<file path="src/rtl/ahb_defs.sv">
// ahb_defs: shared AHB htrans/hresp codes and arbiter state encoding
package ahb_defs;
  localparam logic [1:0] HT_IDLE = 2'b00, HT_BUSY = 2'b01, HT_NONSEQ = 2'b10, HT_SEQ = 2'b11;
  localparam logic [1:0] HRESP_OKAY = 2'b00, HRESP_ERROR = 2'b01, HRESP_RETRY = 2'b10, HRESP_SPLIT = 2'b11;
  localparam logic [1:0] ST_PARK = 2'd0, ST_OWN = 2'd1, ST_LOCKED = 2'd2;
endpackage

</file>
<file path="src/rtl/rr_pick.sv">
// rr_pick: round-robin winner; search starts at last+1, the last owner is considered last
//   req: request vector, last: previous owner, win: winner index, valid: any request
module rr_pick #(
  parameter int N = 3
) (
  input  logic [N-1:0] req,
  input  logic [1:0]   last,
  output logic [1:0]   win,
  output logic         valid
);
  always_comb begin
    win = last;
    for (int i = N; i >= 1; i--) win = req[(int'(last) + i) % N] ? 2'((int'(last) + i) % N) : win;
  end
  assign valid = |req;
endmodule

</file>
<file path="src/rtl/ahb_arbiter.sv">
// ahb_arbiter: round-robin AHB bus arbiter with parking, locked transfers and beat-count pre-emption
//   in : hclk, hresetn, hbusreq, hlock, htrans (owner's), hready
//   out: hgrant (one-hot), hmaster (address phase), hmaster_d (data phase), hmastlock
module ahb_arbiter
  import ahb_defs::*;
#(
  parameter int NUM_MASTERS    = 3,
  parameter int DEFAULT_MASTER = 0,
  parameter int MAX_BEATS      = 16
) (
  input  logic                   hclk,
  input  logic                   hresetn,
  input  logic [NUM_MASTERS-1:0] hbusreq,
  input  logic [NUM_MASTERS-1:0] hlock,
  input  logic [1:0]             htrans,
  input  logic                   hready,
  output logic [NUM_MASTERS-1:0] hgrant,
  output logic [1:0]             hmaster,
  output logic [1:0]             hmaster_d,
  output logic                   hmastlock
);
  localparam int CW = $clog2(MAX_BEATS + 1);
  localparam logic [1:0] DEF = 2'(DEFAULT_MASTER);
  logic [1:0] state, state_n, hmaster_n, win, pick, pick_state;
  logic [CW-1:0] cnt, cnt_n;
  logic valid, beat, others, cnt_hit, go_lock, handover, release_lock;
  rr_pick #(.N(NUM_MASTERS)) u_rr (.req(hbusreq), .last(hmaster), .win(win), .valid(valid));
  assign beat = htrans[1];
  assign others = |(hbusreq & ~hgrant);
  // include the beat completing this cycle so the owner gets exactly MAX_BEATS beats
  assign cnt_hit = int'(cnt) + int'(beat) >= MAX_BEATS;
  assign go_lock = hlock[hmaster] && htrans == HT_NONSEQ;
  assign handover = htrans != HT_BUSY && (!hbusreq[hmaster] || (others && (htrans == HT_IDLE || cnt_hit)));
  assign release_lock = !hlock[hmaster] && (htrans == HT_IDLE || htrans == HT_NONSEQ);
  assign pick = valid ? win : DEF;
  assign pick_state = valid ? ST_OWN : ST_PARK;
  always_comb begin
    state_n = state;
    hmaster_n = hmaster;
    if (state == ST_PARK) begin
      state_n = valid ? ST_OWN : ST_PARK;
      hmaster_n = pick;
    end else if (state == ST_OWN) begin
      state_n = go_lock ? ST_LOCKED : handover ? pick_state : state;
      hmaster_n = !go_lock && handover ? pick : hmaster;
    end else if (release_lock) begin
      state_n = pick_state;
      hmaster_n = pick;
    end
    cnt_n = hmaster_n != hmaster ? '0 : (beat && int'(cnt) < MAX_BEATS) ? cnt + 1'b1 : cnt;
  end
  always_ff @(posedge hclk or negedge hresetn) begin
    if (!hresetn) begin
      state <= ST_PARK;
      hmaster <= DEF;
      hmaster_d <= DEF;
      hgrant <= NUM_MASTERS'(1) << DEFAULT_MASTER;
      hmastlock <= 1'b0;
      cnt <= '0;
    end else if (hready) begin
      state <= state_n;
      hmaster <= hmaster_n;
      hmaster_d <= hmaster;
      hgrant <= NUM_MASTERS'(1) << hmaster_n;
      hmastlock <= state_n == ST_LOCKED;
      cnt <= cnt_n;
    end
  end
endmodule
</file>
<file path="config.mk">
export PLATFORM = sky130hd
export DESIGN_NAME = ahb_arbiter
export DESIGN_NICKNAME = d
export VERILOG_FILES = /design/src/rtl/ahb_defs.sv /design/src/rtl/rr_pick.sv /design/src/rtl/ahb_arbiter.sv
export SDC_FILE = /design/constraint.sdc
export NUM_CORES = 1
export LEC_CHECK = 0
export ABC_AREA = 1
export CAP_MARGIN = 20
export CORE_MARGIN = 2
export CORE_UTILIZATION = 36
export CTS_BUF_LIST = sky130_fd_sc_hd__clkbuf_8
export CTS_CLUSTER_DIAMETER = 50
export DETAILED_ROUTE_END_ITERATION = 12
export PLACE_DENSITY = 0.55
export SYNTH_ARGS = -nofsm -noshare
export SYNTH_HDL_FRONTEND = slang
export SYNTH_SLANG_ARGS = --single-unit
</file>
<file path="constraint.sdc">
create_clock -name hclk -period 2.6 [get_ports hclk]
set_input_delay 0.39 -clock hclk [delete_from_list [all_inputs] [get_ports hclk]]
set_output_delay 0.39 -clock hclk [all_outputs]
set_load 0.05 [all_outputs]
</file>
==> metrics.txt <==
status=complete, no violations; RSZ-0062 raised after global routing=no; Initial DRT Pass Iterations=4; worst vdd ir=0.594 mV; Max H-tree Level=1; global-route wire length before repair=4.79 mm; synth unique cells=26; Iter 0 DRT Violations=74; WP buf/inv=3; Netlist Area Pre-Place=1180 um2; Seq/Total Area, Yosys=31.9%; HP Class=register to register; Final Max Slew Viols=0; syn_nets=between 150 and 200; vias in the first global route=around 1.0k; WL per Instance=11.1 um; Die ar.=~3800 um2; # diodes=0; core area=3080 um2; most frequent CP cell=nand2_1; crit-path leading delay family=simple AND/OR/NAND/NOR gates; layout net count=218; Num CTS Buffers=3; static leakage=0.788 nW; Starting Density=38.3%; FMAX=0.440 GHz; final RePlAce weighted congestion=0.840; Routed Antenna Nets=0; post-synthesis register bit count=15; antenna violations before repair=0; setup tns final=0 ns; routed vias/inst=4.71; final worst clock skew=between 0.001 and 0.0015 ns; slew margin rel.=55.4%; die height=61.3 um; final hold viol count=0; clk sinks=15; Worst EP arrival=2.46 ns; I/O pins=19; largest net degree at the start of global routing=16; Overflow after GRT=0; die width=61.3 um; Final Util=between 40% and 50%; drc violations=0; setup violators final=0; CTS tree=done; slowest stage cell, crit path=dfrtp_1; gr usage total=17.0%; clk root buf=clkbuf_8; Total Wirelength=2.74 mm; FP Rows=20; via count=between 1k and 1.5k; layout cell share with drive strength beyond 1=between 10% and 20%; YS warnings=0; Tmin final=2.27 ns; CTS max path bufs=2; Critical Path Sink Type=register; critical path type=register to register; PortBufs=18; crit-path max cell delay=0.47 ns; Cells after Synth=179; Slew @ Worst Pin=0.667 ns; Area Growth Syn to Fin=25.6%; hpwl dp=2.20 mm; Synth Area per Inst=6.59 um2; max cap viols=0; startpoint types=register; Reg clk slew, reported paths=0.06 ns; PwrDens=about 1200 nW/um2; largest fanout on the critical path=8; Clk Latency, worst-skew pair=0.24 ns; final period utilization=~87%; Critical Path, Cell by Cell=inv_2 > ha_1 > inv_1 > nand3_1 > nand2_1 > inv_1 > nand2_1 > nand3_1 > nand2_1 > nand2_1 > nand2_1 > nand2_1 > nand2_1 > nand2_2 > nand3_2 > nor2_1 > nand3_1 > nand2_1; required time of the critical path=between 2 and 3 ns
[power by group]
group          switching [mW]  internal [mW]  total [mW]
sequential             0.0728          0.324       0.396
clock                  0.0798          0.104       0.184
combinational           0.827          0.430        1.26
total                   0.980          0.858        1.84
[layer usage]
metal	vias up	GRT usage [%]	share of wire, %
li1	622	-	-
met1	522	25.5	51
met2	17	25.7	45
met3	2	2.73	2.7
met4	0	3.73	0.51
met5	-	0	0
[sequential cells by signal, summed over array words and instances (netlist names)]
register and count:
cnt 5, hgrant 3, hmaster 2, hmaster_d 2, hmastlock 1, state 2
[kinds of logic after synthesis]
group                      share of synthesized area (%)
AOI/OAI and AO/OA                                   9.44
xor gates and xnor gates                            2.23
adders and majority gates                           3.18
buffers and inverters                               10.3
DFF                                                 31.9
and+or+nand+nor                                     42.9
[stage by stage]
| step | std cells | area, um2 | hold WS (ns) | worst slack, ns | power, mW |
|---|---|---|---|---|---|
| 2_1_floorplan | 179 | 1180 | 0.0944 | 0.188 | 1.34 |
| 3_3_place_gp | 241 | 1420 | 0.471 | 0.181 | 1.62 |
| 3_5_place_dp | 241 | 1420 | 0.475 | 0.170 | 1.64 |
| 4_1_cts | 245 | 1470 | 0.490 | 0.147 | 1.83 |
| 5_1_grt | 247 | 1480 | 0.523 | 0.00151 | 2.04 |
| 6_report | 247 | 1480 | 0.486 | 0.329 | 1.84 |
[cell type report]
type	count	area, um2
Tap cell	44	55.1
Multi-Input combinational cell	133	682
Inverter	29	111
Clock inverter	1	3.75
Sequential cell	15	378
Clock buffer	3	41.3
Timing Repair Buffer	22	210
Fill cell	334	1600
[worst paths after layout]
| kind | start | cells after the start | slack (ns) | to |
|---|---|---|---|---|
| worst min-delay path | hmaster_d[0] | 2 | 0.49 | hmaster_d[0] |
| worst min register to register | hmaster_d[0] | 2 | 0.49 | hmaster_d[0] |
| max in group asynchronous | hresetn | 1 | 1.58 | hmaster[0] |
| min in group asynchronous | hresetn | 1 | 0.55 | hmaster_d[0] |
| worst max-delay path | hmaster[1] | 18 | 0.33 | cnt[2] |
| worst max register to register | hmaster[1] | 18 | 0.33 | cnt[2] |
[cell usage after synthesis, drive strengths merged]
master	n	area share, %
o21ai	9	3.8
nor3	1	0.42
o211ai	2	1.3
nand3	24	11
xnor2	1	0.74
nand4	4	3.9
nand2	68	24
nor2	10	3.4
dfstp	1	2.2
inv	29	9.4
a21oi	6	2.5
a211oi	1	0.64
dfrtp	14	30
buf	2	0.85
xor2	2	1.5
a21boi	1	0.64
o22ai	1	0.53
ha	3	3.2
[worst register-to-register path, stage by stage (launching register included)]
cell and delay [ns]:
dfrtp_1 0.47, inv_2 0.20, ha_1 0.26, inv_1 0.08, nand3_1 0.08, nand2_1 0.06, inv_1 0.05, nand2_1 0.04
nand3_1 0.07, nand2_1 0.06, nand2_1 0.08, nand2_1 0.06, nand2_1 0.14, nand2_1 0.09, nand2_2 0.10, nand3_2 0.13
nor2_1 0.12, nand3_1 0.08, nand2_1 0.07
[cells in the final DEF (no fill, tap or decap), types with 2 or more instances in the layout]
master            n
nand2_2           7
inv_1            28
a21oi_1           6
nand2_1          60
ha_1              3
o21ai_0           9
o211ai_1          2
nand3_1          21
buf_4             4
clkbuf_8          3
xor2_1            2
dfrtp_1          13
nand4_1           2
nor2_1            9
clkdlybuf4s50_1  18
nand3_2           3
[timing repair]
action,in CTS,in global routing
endpoints found under the setup margin,0,7
hold buffers,0,0
buffers inserted,0,2
resized for setup,0,1
Note: power is estimated with default switching activity, not from simulation.
